===== config.mk =====
export PLATFORM = sky130hd
export DESIGN_NAME = wb_arbiter
export DESIGN_NICKNAME = d
export VERILOG_FILES = /design/src/rtl/wb_arbiter.sv
export SDC_FILE = /design/constraint.sdc
export NUM_CORES = 1
export LEC_CHECK = 0
export BUFFER_PORTS_ARGS = -buffer_cell sky130_fd_sc_hd__buf_4
export CORE_MARGIN = 2
export CORE_UTILIZATION = 45
export CTS_BUF_LIST = sky130_fd_sc_hd__clkbuf_2
export DETAILED_ROUTE_END_ITERATION = 7
export GPL_TIMING_DRIVEN = 0
export PLACE_DENSITY = 0.76
export SYNTH_ARGS = -nofsm -noshare
export SYNTH_HDL_FRONTEND = slang
export SYNTH_SLANG_ARGS = --single-unit

===== constraint.sdc =====
create_clock -name clk -period 2.8 [get_ports clk]
set_input_delay 0.56 -clock clk [delete_from_list [all_inputs] [get_ports clk]]
set_output_delay 0.56 -clock clk [all_outputs]
set_load 0.02 [all_outputs]

===== src/rtl/wb_arbiter.sv =====
// Two-requester register-file write arbiter with starvation guard for requester 1,
// a one-cycle registered write port and a pending-write scoreboard.
module wb_arbiter #(
    parameter int STARVE_MAX = 3
) (
    input  logic        clk,
    input  logic        rst,
    input  logic        req0_valid,
    input  logic [4:0]  req0_rd,
    input  logic [31:0] req0_data,
    output logic        req0_ready,
    input  logic        req1_valid,
    input  logic [4:0]  req1_rd,
    input  logic [31:0] req1_data,
    output logic        req1_ready,
    output logic        rf_w_en,
    output logic [4:0]  rf_rd,
    output logic [31:0] rf_w_data,
    input  logic        issue_valid,
    input  logic [4:0]  issue_rd,
    input  logic [4:0]  rs1,
    input  logic [4:0]  rs2,
    output logic        rs1_busy,
    output logic        rs2_busy,
    output logic [31:0] sb_busy
);

    localparam logic [3:0] STARVE_LIM = 4'(STARVE_MAX);

    logic [3:0]  starve_cnt_r;
    logic [3:0]  starve_next_s;
    logic        gnt0_s;
    logic        gnt1_s;
    logic        xfer_s;
    logic [4:0]  sel_rd_s;
    logic [31:0] sel_data_s;
    logic        rf_w_en_r;
    logic [4:0]  rf_rd_r;
    logic [31:0] rf_w_data_r;
    logic [31:0] sb_busy_r;
    logic [31:0] sb_next_s;
    logic [31:0] sb_set_s;
    logic [31:0] sb_clr_s;

    // Grant selection: requester 0 has priority until requester 1 has lost STARVE_MAX times in a row.
    always_comb begin
        gnt0_s = 1'b0;
        gnt1_s = 1'b0;
        if (rst) begin
            gnt0_s = 1'b0;
            gnt1_s = 1'b0;
        end else if (req0_valid && req1_valid) begin
            if (starve_cnt_r == STARVE_LIM) begin
                gnt1_s = 1'b1;
            end else begin
                gnt0_s = 1'b1;
            end
        end else if (req0_valid) begin
            gnt0_s = 1'b1;
        end else if (req1_valid) begin
            gnt1_s = 1'b1;
        end else begin
            gnt0_s = 1'b0;
            gnt1_s = 1'b0;
        end
    end

    // Starvation counter next value: saturating count of consecutive losses by requester 1.
    always_comb begin
        starve_next_s = starve_cnt_r;
        if (!req1_valid || gnt1_s) begin
            starve_next_s = 4'd0;
        end else if (starve_cnt_r < STARVE_LIM) begin
            starve_next_s = starve_cnt_r + 4'd1;
        end else begin
            starve_next_s = starve_cnt_r;
        end
    end

    assign xfer_s     = gnt0_s | gnt1_s;
    assign sel_rd_s   = gnt1_s ? req1_rd : req0_rd;
    assign sel_data_s = gnt1_s ? req1_data : req0_data;

    // Set beats clear on the same bit because the newer producer is still outstanding.
    assign sb_clr_s  = rf_w_en_r ? (32'd1 << rf_rd_r) : 32'd0;
    assign sb_set_s  = (issue_valid && (issue_rd != 5'd0)) ? (32'd1 << issue_rd) : 32'd0;
    assign sb_next_s = ((sb_busy_r & ~sb_clr_s) | sb_set_s) & ~32'd1;

    // State registers: starvation counter, write port and scoreboard.
    always_ff @(posedge clk) begin
        if (rst) begin
            starve_cnt_r <= 4'd0;
            rf_w_en_r    <= 1'b0;
            rf_rd_r      <= 5'd0;
            rf_w_data_r  <= 32'd0;
            sb_busy_r    <= 32'd0;
        end else begin
            starve_cnt_r <= starve_next_s;
            sb_busy_r    <= sb_next_s;
            if (xfer_s) begin
                rf_w_en_r   <= (sel_rd_s != 5'd0);
                rf_rd_r     <= sel_rd_s;
                rf_w_data_r <= sel_data_s;
            end else begin
                rf_w_en_r   <= 1'b0;
            end
        end
    end

    assign req0_ready = gnt0_s;
    assign req1_ready = gnt1_s;
    assign rf_w_en    = rf_w_en_r;
    assign rf_rd      = rf_rd_r;
    assign rf_w_data  = rf_w_data_r;
    assign sb_busy    = sb_busy_r;
    assign rs1_busy   = (rs1 != 5'd0) && sb_busy_r[rs1];
    assign rs2_busy   = (rs2 != 5'd0) && sb_busy_r[rs2];

endmodule


**Yosys cells after proc, flatten, opt, wreduce, memory -nomap -nowiden**

Index checks and enable logic that the tools add are counted.

- Mux-type cells: 17
- Bitwise gates (word level): 5
- $add $sub $neg: 1
- Divide/modulo/power cells: 0
- Equality and inequality tests: 1
- $mul: 0
- Order comparisons: 3
- Shift-type cells: 2
- Reduce and logical (&&, ||, !) cells: 12

Operators by type and width:

| operator | count |
|---|---|
| $mux 32 | 3 |
| $shl 1x5->32 const A | 2 |
| $and 32x32->32 | 1 |
| $not 32->32 | 1 |
| $or 32x32->32 | 1 |
| $reduce_bool 5->1 | 4 |
| $lt 5x6->1 const B | 2 |
| $mux 1 | 11 |
| $bmux 1 s5 | 2 |
| $mux 5 | 1 |
| $add 4x1->4 const B | 1 |
| $eq 4x2->1 const B | 1 |
| $logic_and 1x1->1 | 4 |
| $lt 4x2->1 const B | 1 |
| $reduce_or 2->1 | 2 |
| $logic_not 1->1 | 1 |
| $logic_or 1x1->1 | 1 |
| $not 1->1 | 1 |
| $or 1x1->1 | 1 |

- Bits in read-only memories: 0
- Register bits: 74
- Output and inout bits: 74
- Memories: 0
- Bits in latches: 0
- Word-level logic and storage cells: 47
- Input bits: 94
- Bits in writable memories: 0

**Depth between registers and ports, before layout**

Gate-level depths: netlist of the first run.

- Depth after elaboration: 7
- Gate-level depth with buffers: 6
- Depth with buffers taken out: 5

**Worst setup path before layout of the first run**

Ideal clock, no wire load.

- Path kind: input port to output port
- Start: input rs1[0]
- End: output rs1_busy
- Setup slack: 0.255 ns
- Buffers on the path: 1
- Data required time: 2.240 ns
- Cell stages on the path: 4
- Arrival time: 1.985 ns
- Cell sequence: buf_2 mux4_2 mux2_2 a311o_1

- Longest elaborated chain between the ends: 3
- Elaborated cells on any way between the ends: 4
- Those cells by class: 2 x mux; 2 x reduce/logical

Ends and longest elaborated chain:

| what | line | text |
|---|---|---|
| start: declaration | 21 | `input logic [4:0] rs1,` |
| $bmux 1 s5 | 116 | `assign rs1_busy = (rs1 != 5'd0) && sb_busy_r[rs1];` |
| $mux 1 (implied by the code) | 116 |  |
| $logic_and 1x1->1 * | 116 |  |
| end: declaration | 23 | `output logic rs1_busy,` |

Every way passes the cells marked *; elsewhere a longest branch is shown, timed or not. The select of a mux whose other input is x is not followed.

**Worst setup path after layout of the first run**

- Start: register sb_busy_r[15], in the netlist sb_busy[15]
- End: output rs1_busy

- Longest elaborated chain between the ends: 3

Ends and longest elaborated chain:

| what | line | text |
|---|---|---|
| start: declaration | 40 | `logic [31:0] sb_busy_r;` |
| start signal: assignment | 99 | `sb_busy_r <= sb_next_s;` |
| $bmux 1 s5 | 116 |  |
| $mux 1 (implied by the code) | 116 |  |
| $logic_and 1x1->1 | 116 |  |

No other way between the ends. The select of a mux whose other input is x is not followed.

==> results.toml, run 1 <==
[power]
combPwrFrac_pct = 21.0
ir_drop_uv = 333.0
finalPower_mw = 2.372
powerDensity_nw_per_um2 = 455.3
p_int_mw = 1.713
netSwitchingFraction_pct = 27.79
clockPowerShare_pct = 31.6
p_leak_nw = 2.149
p_sw_mw = 0.6590
seq_power_share_pct = 47.3

[grt]
antenna_found_initial = 0
grt_pass1_wl_um = 17760
grt_overflow = 0
grt_max_degree = 13
grt_util_all_layers_pct = 25.29
grt_pass1_vias = 3734

[placed_design]
gp_congestion = 0.8132
place_hpwl_um = 8915
io_buffers = 158
placed_area_um2 = 5036
post-place-ws_ns = 0.08361

[cts]
numCtsBuffers = 9
cts.clk_slew.worst_paths_ns = 0.20
cts_root_buffer = "clkbuf_2"
cts.sinks = 73
cts_tree = "yes"
htreeDepth = 3
clk_latency_ns = 0.51
clock_path_buffers = 2

[drt]
vias = 3793
first_iter_violations = 172
wirelength_um = 11150
first_pass_iters = 5
drc = 0
routedWlPerCell_um = 16.18
ant_nets = 0
viasPerCell = 5.505

[worst_setup_path]
crit_path_end_kind = "output pin"
critPathMaxFanout = 4
crit_path_top_delay_cell = "mux4_2"
setup.worst_path.start = "sb_busy[15]"
cpLargestDelayFamily = "compound AO/OA/AOI/OAI gates"
worstPathRequired_ns = 2.24
start_kind = "flop"
crit-reg2reg-launch = "starve_cnt_r[1]"
path_buf_inv = 1
worstSetupPathType = "flop to output pin"
critical_path.cell_chain = "mux4_2, o22ai_1, a2111oi_2, a311o_1, buf_4"
arrival_ns = 2.15
max_stage_delay_ns = 0.49

[synth]
synth_cells = 409
synth_edf_count = 0
syn_area_per_cell_um2 = 9.092
synth.area.top_cells = "dfxtp_1, mux2i_1, mux4_2, a211oi_1, nor2_1"
yosysUniqueCellTypes = 42
yosysWarnings = 0
ys.flop_type = "dfxtp_1"
synth_top_area_share_pct = 39.30
synthesis.nets = 504
ys_seq_elements = 73
yosysTopAreaCell = "dfxtp_1"
ys_seq_area_share_pct = 39.30
synth_area_um2 = 3719
async_flop_share_pct = 0

[final_layout]
layout_common_cells = "buf_4, dfxtp_1, nor2_1, mux2i_1, nand2_1"
fin_nets = 674
fill_cells = 698
drive_gt1_share_pct = 35.96
post-route-util_pct = 64.36
n_antenna_cell = 0
final_cell_area_um2 = 5209
final_common_cell = "buf_4"
syn2layout_area_growth_pct = 40.07

[sta]
period_minus_slack_ns = 2.715
hold_viol = 0
setup_ws_ns = 0.08513
relSlewSlack_pct = 61.70
fmax_mhz = 368.3
final_max_slew_viol_count = 0
fin_worst_skew_ns = 0.01696
setup_tns_ns = 0
min_period_over_period_pct = 96.96
grt_setup_unrepaired = "no"
finalSetupViolCount = 0
worstMarginPinSlew_ns = 0.5733

[floorplanning]
die_x_um = 94.91
row_count = 33
core_um2 = 8093
io_pins = 168
dieArea_um2 = 9007
die_h_um = 94.91
start_util_pct = 45.95

[worst_hold_path]
min_from = "req1_valid"
worstHoldPathType = "input pin to flop"

[status]
status = "completed"

[job]
drv_cap = 0
-- area by class of cell --
class                      count  area, um^2  share of cell area (%)
buffer                        33       161.4                   3.099
clock buffer                  10       50.05                  0.9608
clock inverter                 6       106.4                   2.042
inverter                       2       7.507                  0.1441
multi-input combinational    301        2095                   40.21
sequential                    73        1464                   28.10
tap                          105       131.4                   2.522
timing repair buffer         159        1194                   22.92
-- power groups by stage --
| stage | Clock, mW | Sequential [mW] | Combinational [mW] |
|---|---|---|---|
| 6_report | 0.750 | 1.12 | 0.499 |
| 5_1_grt | 0.798 | 1.13 | 0.543 |
| 4_1_cts | 0.757 | 1.12 | 0.500 |
| 3_5_place_dp | 0 | 1.14 | 0.498 |
| 3_3_place_gp | 0 | 1.14 | 0.487 |
| 2_1_floorplan | 0 | 1.20 | 0.206 |
-- state kept, by name, indices dropped and copies added (netlist names) --
signal	count
rf_w_en	1
starve_cnt_r	4
rf_w_data	32
sb_busy	31
rf_rd	5
-- Yosys cell counts (2+ instances only) --
cell,number
clkbuf_1,21
buf_2,3
mux4_2,14
nand3_1,4
dfxtp_1,73
nor3_1,3
nor2b_1,2
nor3b_1,7
inv_1,2
and3b_1,3
nand2_1,41
a2111oi_0,2
mux2_2,3
nand2b_1,3
a211oi_1,37
buf_1,4
a21oi_1,31
or2_2,5
and3_1,4
o21ai_0,31
nand3b_1,4
mux2i_1,41
buf_6,4
nor2_1,49
-- metal layers --
metal  GRT usage, %  up-vias  part of all wire, %
met4          9.903        0                  1.6
met2          45.39      187                   51
met5              0        -                    0
met3          6.305       20                  9.3
li1               -     1834                    -
met1          28.68     1752                   38
-- stage by stage --
step / instances / hold WS (ns)
after floorplan: 409 / 0.4646
after global placement: 672 / 0.4810
after detailed placement: 672 / 0.4921
after CTS: 689 / 0.2936
after global routing: 689 / 0.2912
final: 689 / 0.3189
-- worst paths after layout --
path | to | slack, ns | cells past startpoint
setup / recovery | rs1_busy | 0.09 | 5
hold / removal | starve_cnt_r[3] | 0.32 | 2
setup reg to reg | rf_w_data[2] | 0.74 | 7
hold reg to reg | starve_cnt_r[2] | 0.52 | 1
-- logic make-up (layout without fill, tap and decap cells) --
logic type / after synthesis / after routing / share of synthesized area, %
AO/OA/AOI/OAI: 110 / 110 / 18.57
XOR/XNOR: 1 / 1 / 0.2356
adder cells (fa/ha/maj): 1 / 1 / 0.3364
buffers and inverters: 35 / 210 / 4.542
flip-flops: 73 / 73 / 39.30
multiplexers: 58 / 58 / 20.42
other: 1 / 1 / 0.1008
AND/OR/NAND/NOR: 130 / 130 / 16.49
-- what timing repair did --
item / 4_1_cts / 5_1_grt
setup buffers: 1 / 0
pin swaps: 1 / 0
hold buffers: 0 / 0
cloned: 0 / 0
endpoints found under the setup margin: 1 / 2
resized for setup: 0 / 4
No activity file was read; power rests on OpenSTA's default activity.
==> inputs of run 2 (changes only) <==
==> config.mk (replaced) <==
export PLATFORM = sky130hd
export DESIGN_NAME = wb_arbiter
export DESIGN_NICKNAME = d
export VERILOG_FILES = /design/src/rtl/wb_arbiter.sv
export SDC_FILE = /design/constraint.sdc
export NUM_CORES = 1
export LEC_CHECK = 0
export CORE_MARGIN = 2
export CORE_UTILIZATION = 45
export CTS_BUF_LIST = sky130_fd_sc_hd__clkbuf_2
export DETAILED_ROUTE_END_ITERATION = 7
export DONT_BUFFER_PORTS = 1
export GPL_TIMING_DRIVEN = 0
export PLACE_DENSITY = 0.59
export SYNTH_ARGS = -nofsm -noshare
export SYNTH_HDL_FRONTEND = slang
export SYNTH_SLANG_ARGS = --single-unit
==> run 2 against run 1 <==
Against the previous run:
- worst hold slack lost 0.090 ns
- non-clock buffer count shrank 159
- power shrank 20%
- maximum frequency shrank 0.44%
- sequential share of layout area grew 9.4 points
- final area shrank 25%
- critical path depth shrank 2
- die area is the same
- combinational power shrank 48%
- clock skew grew 0.0041 ns
- critical endpoint unchanged
- largest cell class unchanged
- largest power group unchanged
==> results.toml, run 2 (synthesis gave the netlist of run 1 again) <==
[drt]
routedWlPerCell_um = 19.48
drc = 0
highest_layer = "met4"
vias = 3109
wirelength_um = 10270
drt-met1-wl_um = 4012
dr_wl_met2_um = 5110
ant_nets = 0
routed-wl-met3_um = 1035
first_iter_violations = 119
viasPerCell = 5.899
first_pass_iters = 4

[worst_setup_path]
worstSetupPathType = "flop to output pin"
cpLargestDelayFamily = "multiplexers"
crit_path_end_kind = "output pin"
path_buf_inv = 0
rr_endpoint = "rf_rd[0]"
crit_path_top_delay_cell = "mux4_2"
arrival_ns = 2.17
worstRegToRegCells = 6
setup.worst_path.start = "sb_busy[30]"
start_kind = "flop"
worstPathRequired_ns = 2.24
r2r_slack_ns = 0.71
critPathMaxFanout = 4
crit-reg2reg-launch = "starve_cnt_r[0]"
critical_path.cell_chain = "mux4_2, mux2_2, a311o_1"
max_stage_delay_ns = 0.49

[final_layout]
syn2layout_area_growth_pct = 5.484
largest_reg_flops = 32
fill_cells = 794
final_common_cell = "dfxtp_1"
drive_gt1_share_pct = 12.32
n_antenna_cell = 0
fin_nets = 515
layout_common_cells = "dfxtp_1, nor2_1, mux2i_1, nand2_1, a211oi_1"

[cts]
holdBufCountCts = 0
ctsResizeCount = 0
post_cts_buffers = 0
cts_root_buffer = "clkbuf_2"
cts_tree = "yes"
cts.clk_slew.worst_paths_ns = 0.18
htreeDepth = 3
clock_path_buffers = 2
clk_latency_ns = 0.49
cts.sinks = 73
numCtsBuffers = 9

[floorplanning]
io_pins = 168
core_um2 = 8093
die_x_um = 94.91
die_h_um = 94.91
dieArea_um2 = 9007
start_util_pct = 45.95
row_count = 33

[placed_design]
io_buffers = 0
gp_congestion = 0.8171
place_hpwl_um = 8003
post-place-ws_ns = 0.1289

[sta]
relSlewSlack_pct = 54.28
final_max_slew_viol_count = 0
worstMarginPinSlew_ns = 0.6843
setup_ws_ns = 0.07311
period_minus_slack_ns = 2.727
whs_ns = 0.2286
fin_worst_skew_ns = 0.02101
setup_tns_ns = 0
min_period_over_period_pct = 97.39
hold_viol = 0
fmax_mhz = 366.7
grt_setup_unrepaired = "no"
finalSetupViolCount = 0

[status]
status = "completed"

[worst_hold_path]
worstHoldEndpoint = "starve_cnt_r[2]"
worstHoldPathType = "input pin to flop"
min_from = "req1_valid"
hold_depth = 1

[grt]
grt_util_all_layers_pct = 21.80
grt_pass1_vias = 2918
antenna_found_initial = 0
grt_max_degree = 11
grt_overflow = 0
grt_pass1_wl_um = 14950

[job]
drv_cap = 0

[power]
p_leak_nw = 1.308
ir_drop_uv = 219.3
powerDensity_nw_per_um2 = 481.7
==> run 2: worst max-delay path by stage <==
| stage | to | slack [ns] | cells after the start |
|---|---|---|---|
| 2_1_floorplan | rs1_busy | 0.26 | 4 |
| 3_3_place_gp | rs1_busy | 0.13 | 4 |
| 3_5_place_dp | rs1_busy | 0.13 | 4 |
| 4_1_cts | rs1_busy | 0.03 | 3 |
| 5_1_grt | rs1_busy | 0.02 | 3 |
| 6_report | rs1_busy | 0.07 | 3 |
==> run 2: where the power goes <==
group          switching, mW  leakage, nW  total (mW)  internal (mW)
logic                  0.154        0.660       0.257          0.103
clock network          0.343       0.0462       0.442         0.0985
registers              0.101        0.602        1.19           1.09
total                  0.598         1.31        1.89           1.29
==> run 2: through the flow <==
step                      std cells  utilization [%]  instance area (um^2)  total power, mW
after floorplan                 409                -                  3719            1.403
after global placement          514            47.57                  3850            1.466
after detailed placement        514            47.57                  3850            1.472
after CTS                       527            48.33                  3911            1.901
after global routing            527            48.47                  3923            1.972
final                           527            48.47                  3923            1.890
==> run 2: cell type report <==
type                            count  area [um^2]  area share (%)
Clock inverter                      3        11.26          0.2871
Clock buffer                       10        50.05           1.276
Multi-Input combinational cell    301         2088           53.24
Inverter                            2        7.507          0.1914
Tap cell                          105        131.4           3.349
Buffer                             33        161.4           4.115
Sequential cell                    73         1473           37.54
==> run 2: layer usage <==
metal / vias up / GRT usage (%)
met5: - / 0
met4: 0 / 7.246
met3: 12 / 6.225
met2: 140 / 39.13
met1: 1451 / 24.75
li1: 1506 / -
